===== config.mk =====
export PLATFORM = sky130hd
export DESIGN_NAME = fetch_stage_flat
export DESIGN_NICKNAME = d
export VERILOG_FILES = /design/src/rtl/fetch_if.sv /design/src/rtl/fetch_stage.sv /design/src/flat_wrapper.sv
export SDC_FILE = /design/constraint.sdc
export NUM_CORES = 1
export LEC_CHECK = 0
export ABC_CLOCK_PERIOD_IN_PS = 4400
export CAP_MARGIN = 10
export CORE_ASPECT_RATIO = 1.5
export CORE_MARGIN = 2
export CORE_UTILIZATION = 46
export DETAILED_ROUTE_END_ITERATION = 10
export PLACE_DENSITY_LB_ADDON = 0.08
export SLEW_MARGIN = 0
export SYNTH_ARGS = -nofsm -noshare
export SYNTH_HDL_FRONTEND = slang
export SYNTH_SLANG_ARGS = --single-unit

===== constraint.sdc =====
create_clock -name clk -period 4.4 [get_ports clk]
set_clock_uncertainty 0.1 [all_clocks]
set_input_delay 0.88 -clock clk [delete_from_list [all_inputs] [get_ports clk]]
set_output_delay 0.88 -clock clk [all_outputs]
set_load 0.005 [all_outputs]

===== src/rtl/fetch_if.sv =====
// fetch_if: bundles the fetch stage's hazard/redirect inputs, its instruction
// memory port and its IF/ID outputs.
//
// Handshake: there is no back-pressure on this bus. iRdEn marks a cycle in
// which the stage consumes iData, and iData must be valid in that same cycle
// because it is a combinational read of iAddr. valid marks IF/ID as holding
// a real fetched instruction; when valid is low, IF/ID holds a bubble.
//
// Modports:
//   master - used by fetch_stage (drives iAddr, iRdEn and the IF/ID outputs)
//   slave  - used by the environment (drives stall, redirect, redirectPC, iData)
interface fetch_if #(
  parameter int PC_W = 16
);
  logic            stall;
  logic            redirect;
  logic [PC_W-1:0] redirectPC;
  logic [PC_W-1:0] iAddr;
  logic            iRdEn;
  logic [15:0]     iData;
  logic [15:0]     instr;
  logic [PC_W-1:0] pcPlus1;
  logic            valid;
  logic            halted;

  modport master (
    input  stall, redirect, redirectPC, iData,
    output iAddr, iRdEn, instr, pcPlus1, valid, halted
  );

  modport slave (
    output stall, redirect, redirectPC, iData,
    input  iAddr, iRdEn, instr, pcPlus1, valid, halted
  );
endinterface


===== src/rtl/fetch_stage.sv =====
// fetch_stage: instruction fetch plus IF/ID pipeline register.
// Owns the PC, presents it as the instruction-memory address and registers
// the fetched word for decode. Supports hazard stalls, redirect with flush,
// and freezing fetch after a HLT is fetched.
//
// Ports:
//   clk      - clock; all state updates on the rising edge
//   rst      - synchronous, active-high reset
//   bus      - fetch_if.master (stall/redirect/redirectPC/iData in;
//              iAddr/iRdEn/instr/pcPlus1/valid/halted out)
//   stateDbg - current FSM state (0 = FETCH, 1 = HALT)
//
// Edge priority: rst > redirect > stall > halted > normal fetch.
module fetch_stage #(
  parameter int              PC_W       = 16,
  parameter logic [PC_W-1:0] RESET_PC   = '0,
  parameter logic [15:0]     NOP_INSTR  = 16'h0000,
  parameter logic [3:0]      HLT_OPCODE = 4'hF
) (
  input  logic     clk,
  input  logic     rst,
  fetch_if.master  bus,
  output logic     stateDbg
);

  typedef enum logic {
    FETCH = 1'b0,
    HALT  = 1'b1
  } state_e;

  state_e          stateQ;
  state_e          stateD;
  logic [PC_W-1:0] pcQ;
  logic [15:0]     instrQ;
  logic [PC_W-1:0] pcPlus1Q;
  logic            validQ;

  logic            isHlt;
  logic            doFetch;
  logic            doBubble;

  assign isHlt = (bus.iData[15:12] == HLT_OPCODE);

  // State register.
  always_ff @(posedge clk) begin
    if (rst) stateQ <= FETCH;
    else     stateQ <= stateD;
  end

  // Next state. A redirect always returns to FETCH: a halt that was fetched
  // down a mispredicted path must not freeze the machine.
  always_comb begin
    stateD = stateQ;
    if (bus.redirect) begin
      stateD = FETCH;
    end else if (!bus.stall && (stateQ == FETCH) && isHlt) begin
      stateD = HALT;
    end
  end

  // Output/control decode. doFetch already excludes rst, so it doubles as the
  // memory read enable.
  always_comb begin
    doFetch  = !rst && !bus.redirect && !bus.stall && (stateQ == FETCH);
    doBubble = !bus.redirect && !bus.stall && (stateQ == HALT);
  end

  // PC and IF/ID register.
  always_ff @(posedge clk) begin
    if (rst) begin
      pcQ      <= RESET_PC;
      instrQ   <= NOP_INSTR;
      pcPlus1Q <= '0;
      validQ   <= 1'b0;
    end else if (bus.redirect) begin
      // Flush; pcPlus1 is left as-is since the bubble never uses it.
      pcQ    <= bus.redirectPC;
      instrQ <= NOP_INSTR;
      validQ <= 1'b0;
    end else if (doFetch) begin
      instrQ   <= bus.iData;
      pcPlus1Q <= pcQ + PC_W'(1);
      validQ   <= 1'b1;
      // The PC parks on the HLT so that a later redirect is the only way out.
      if (!isHlt) pcQ <= pcQ + PC_W'(1);
    end else if (doBubble) begin
      instrQ <= NOP_INSTR;
      validQ <= 1'b0;
    end
  end

  assign bus.iAddr   = pcQ;
  assign bus.iRdEn   = doFetch;
  assign bus.instr   = instrQ;
  assign bus.pcPlus1 = pcPlus1Q;
  assign bus.valid   = validQ;
  assign bus.halted  = (stateQ == HALT);
  assign stateDbg    = stateQ;

endmodule


===== src/flat_wrapper.sv =====
// flat-port wrapper written by rule: the top's interface ports become plain ports
module fetch_stage_flat 
#(
  parameter int              PC_W       = 16,
  parameter logic [PC_W-1:0] RESET_PC   = '0,
  parameter logic [15:0]     NOP_INSTR  = 16'h0000,
  parameter logic [3:0]      HLT_OPCODE = 4'hF
)
  (clk, rst, stateDbg, bus_stall, bus_redirect, bus_redirectPC, bus_iData, bus_iAddr, bus_iRdEn, bus_instr, bus_pcPlus1, bus_valid, bus_halted);
  fetch_if #(.PC_W(PC_W)) bus_i ();
  input  logic clk;
  input  logic rst;
  output logic stateDbg;
  input wire logic [$bits(bus_i.stall)-1:0] bus_stall;
  input wire logic [$bits(bus_i.redirect)-1:0] bus_redirect;
  input wire logic [$bits(bus_i.redirectPC)-1:0] bus_redirectPC;
  input wire logic [$bits(bus_i.iData)-1:0] bus_iData;
  output wire logic [$bits(bus_i.iAddr)-1:0] bus_iAddr;
  output wire logic [$bits(bus_i.iRdEn)-1:0] bus_iRdEn;
  output wire logic [$bits(bus_i.instr)-1:0] bus_instr;
  output wire logic [$bits(bus_i.pcPlus1)-1:0] bus_pcPlus1;
  output wire logic [$bits(bus_i.valid)-1:0] bus_valid;
  output wire logic [$bits(bus_i.halted)-1:0] bus_halted;
  assign bus_i.stall = bus_stall;
  assign bus_i.redirect = bus_redirect;
  assign bus_i.redirectPC = bus_redirectPC;
  assign bus_i.iData = bus_iData;
  assign bus_iAddr = bus_i.iAddr;
  assign bus_iRdEn = bus_i.iRdEn;
  assign bus_instr = bus_i.instr;
  assign bus_pcPlus1 = bus_i.pcPlus1;
  assign bus_valid = bus_i.valid;
  assign bus_halted = bus_i.halted;
  fetch_stage #(.PC_W(PC_W), .RESET_PC(RESET_PC), .NOP_INSTR(NOP_INSTR), .HLT_OPCODE(HLT_OPCODE)) u_core (.clk(clk), .rst(rst), .bus(bus_i), .stateDbg(stateDbg));
endmodule

==> impl_metrics.json <==
{
  "die-area_um2": 5390,
  "yosysUniqueCellTypes": 38,
  "post-route-period-util_pct": 82.8,
  "drtPass1Iterations": 6,
  "worst_slew_pin_slew_ns": 1.05,
  "cts_root_buffer": "clkbuf_8",
  "nets": 357,
  "num_vias": 2143,
  "fmax_ghz": 0.274,
  "clock_sinks": 50,
  "clkTransAtPathRegs_ns": 0.09,
  "drc": 0,
  "start_util_pct": 48.3,
  "finalMaxSlewViolations": 0,
  "first_global_vias": 2119,
  "grt.overflow.total": 0,
  "fin_setup_tns_ns": 0,
  "ant_nets": 0,
  "p_leak_nw": 1.13,
  "power_density_nw_per_um2": 289,
  "antenna_found_initial": 0,
  "final_util_pct": 70.2,
  "fin_crit_ns": 3.64,
  "setup_violations": 0,
  "drv_cap": 0,
  "arrival_ns": 2.66,
  "syn_nets": 280,
  "grt_pass1_wl_um": 9650,
  "yosysSeqAreaShare_pct": 45.2,
  "hpwl_um": 4040,
  "stdcell_area_um2": 3210,
  "status": "finished, final reports clean",
  "rows": 30,
  "pwr-share-clk_pct": 31.6,
  "n_antenna_cell": 0,
  "pin_count": 88,
  "grt_start_max_net_pins": 39,
  "ctsHoldBuffers": 0,
  "power_uw": 930,
  "pwr-share-comb_pct": 15.0,
  "area_delta_synth_final_pct": 45.2,
  "avgSynthCellArea_um2": 9.11,
  "min_from": "u_core.bus.valid",
  "synthesis.area_um2": 2210,
  "critical_path.startpoint": "rst",
  "ys_ff_latch": 50,
  "critical_path_required_ns": 3.42,
  "wl_um": 5820,
  "max_slew_margin_pct": 29.5,
  "crit_fanout": 38,
  "post_cts_buffers": 0,
  "portBuffers": 87,
  "cts_made_buffers": 5,
  "yosysTopAreaCellShare_pct": 45.2,
  "gp_congestion": 0.812,
  "insertion_delay_ns": 0.31,
  "crit_path_end_kind": "output port",
  "reg2reg_from": "u_core.bus.halted",
  "net-switching-power_uw": 226,
  "p_seq_share_pct": 53.4,
  "p_int_uw": 704,
  "hold_path_class": "flip-flop to flip-flop",
  "hold_violations": 0,
  "critPathKind": "input pin to output port",
  "ys_warn_count": 0,
  "grtUsageTotal_pct": 23.2,
  "cts_max_path_buffers": 2,
  "vias_per_cell": 5.57,
  "cts_max_level": 2,
  "die_w_um": 60.6,
  "cts_resized": 0,
  "tritoncts": "built",
  "first_iter_violations": 82,
  "synth_area_leaders": "dfxtp_1 45%, nand3b_1 6.4%, a22o_1 6.3%",
  "post_drt_wl_per_cell_um": 15.1,
  "start_kind": "input pin",
  "syn_inst": 243,
  "switching_share_pct": 24.3,
  "dpl_cell_area_um2": 3110,
  "core_area_um2": 4580,
  "rsz0062_at_grt": "false",
  "ir_worst_vdd_mv": 0.221,
  "drive_gt1_share_pct": 5.30,
  "fp.dieH_um": 89.0,
  "yosysTopAreaCell": "dfxtp_1"
}
==> area by class of cell <==
cell class / instances / area (um^2)
tap: 64 / 80.1
multi-input combinational: 169 / 1120
inverter: 4 / 16.3
clock inverter: 1 / 8.76
timing repair buffer: 90 / 893
sequential: 50 / 1000
clock buffer: 7 / 96.3
fill: 391 / 1370
==> kinds of logic after synthesis <==
| family | Yosys count | synth area share (%) |
|---|---|---|
| DFF | 50 | 45.2 |
| and+or+nand+nor | 91 | 25.0 |
| xor gates and xnor gates | 13 | 5.14 |
| AOI/OAI and AO/OA | 64 | 19.6 |
| buffers and inverters | 24 | 4.47 |
| adders and majority gates | 1 | 0.565 |
==> power groups by stage <==
stage               Sequential [mW]  Combinational [mW]  Clock [mW]
floorplan                     0.501              0.0565           0
global placement              0.506               0.138           0
detailed placement            0.507               0.140           0
CTS                           0.496               0.140       0.302
global route                  0.501               0.154       0.321
finish                        0.497               0.140       0.294
==> flip-flops by register name, summed over array words and instances, names as in the netlist <==
register and count:
u_core.bus.iAddr 16, u_core.bus.valid 1, u_core.bus.instr 16, u_core.bus.pcPlus1 16, u_core.bus.halted 1
==> stage by stage <==
stage	hold slack [ns]	setup WS [ns]	cells
detailed placement	0.346	0.754	377
global placement	0.330	0.790	377
finish	0.362	0.755	385
floorplan	0.339	1.65	243
CTS	0.360	0.750	385
global route	0.387	0.670	385
==> critical path, stage by stage <==
cell	delay (ns)
clkdlybuf4s50_1	0.41
or4_4	0.73
clkinv_2	0.12
clkdlybuf4s50_1	0.51
==> Yosys cell counts, drive strengths merged <==
cell type,n
o22ai,2
ha,1
nand3b,19
buf,5
nor2,6
a31oi,7
a221oi,1
and3,10
a32oi,1
dfxtp,50
o211ai,4
or4,4
and4,4
xor2,7
o311ai,1
a22o,16
clkinv,1
nor4,3
o21ai,17
a21oi,7
xnor2,6
nand4,5
a211oi,5
nand2,11
nand3,14
nor2b,3
a22oi,3
nor3b,1
or2,1
or3,3
nor3,7
clkbuf,15
inv,3
==> cell usage in the layout, fill, tap and decap left out <==
master / instances
nand2_4: 1
nor2_2: 1
a32oi_1: 1
nor2_1: 5
o21ai_0: 17
nor2b_1: 3
o211ai_1: 4
xnor2_1: 6
nor3b_2: 1
nand4_1: 5
xor2_1: 7
a221oi_1: 1
nand3b_1: 19
a21oi_1: 7
a22oi_1: 3
clkinv_4: 1
dfxtp_1: 50
or2_2: 1
nor4_1: 3
o22ai_1: 2
clkinv_2: 1
nand2_1: 10
nor3_1: 7
clkbuf_8: 7
and4_1: 4
and3_1: 10
or3_1: 3
clkdlybuf4s50_1: 87
o311ai_0: 1
ha_1: 1
a31oi_1: 7
or4_1: 3
buf_4: 3
a22o_1: 16
nand3_1: 14
inv_1: 3
a211oi_1: 5
or4_4: 1
==> metal layers <==
metal	track usage [%]	share of wire, %	vias to the layer above
met2	39.4	48	81
met5	0	0	-
met4	7.71	1.3	0
met1	27.1	42	992
li1	-	-	1062
met3	7.67	8.2	8
==> path summary, 6_finish.rpt <==
| check | depth (start not counted) | slack, ns | end |
|---|---|---|---|
| worst max-delay path | 4 | 0.76 | bus_iRdEn |
| worst min-delay path | 2 | 0.36 | u_core.bus.valid |
| worst min register to register | 2 | 0.36 | u_core.bus.valid |
| worst max register to register | 6 | 1.67 | u_core.bus.iAddr[8] |
(Power assumes the default switching activity.)
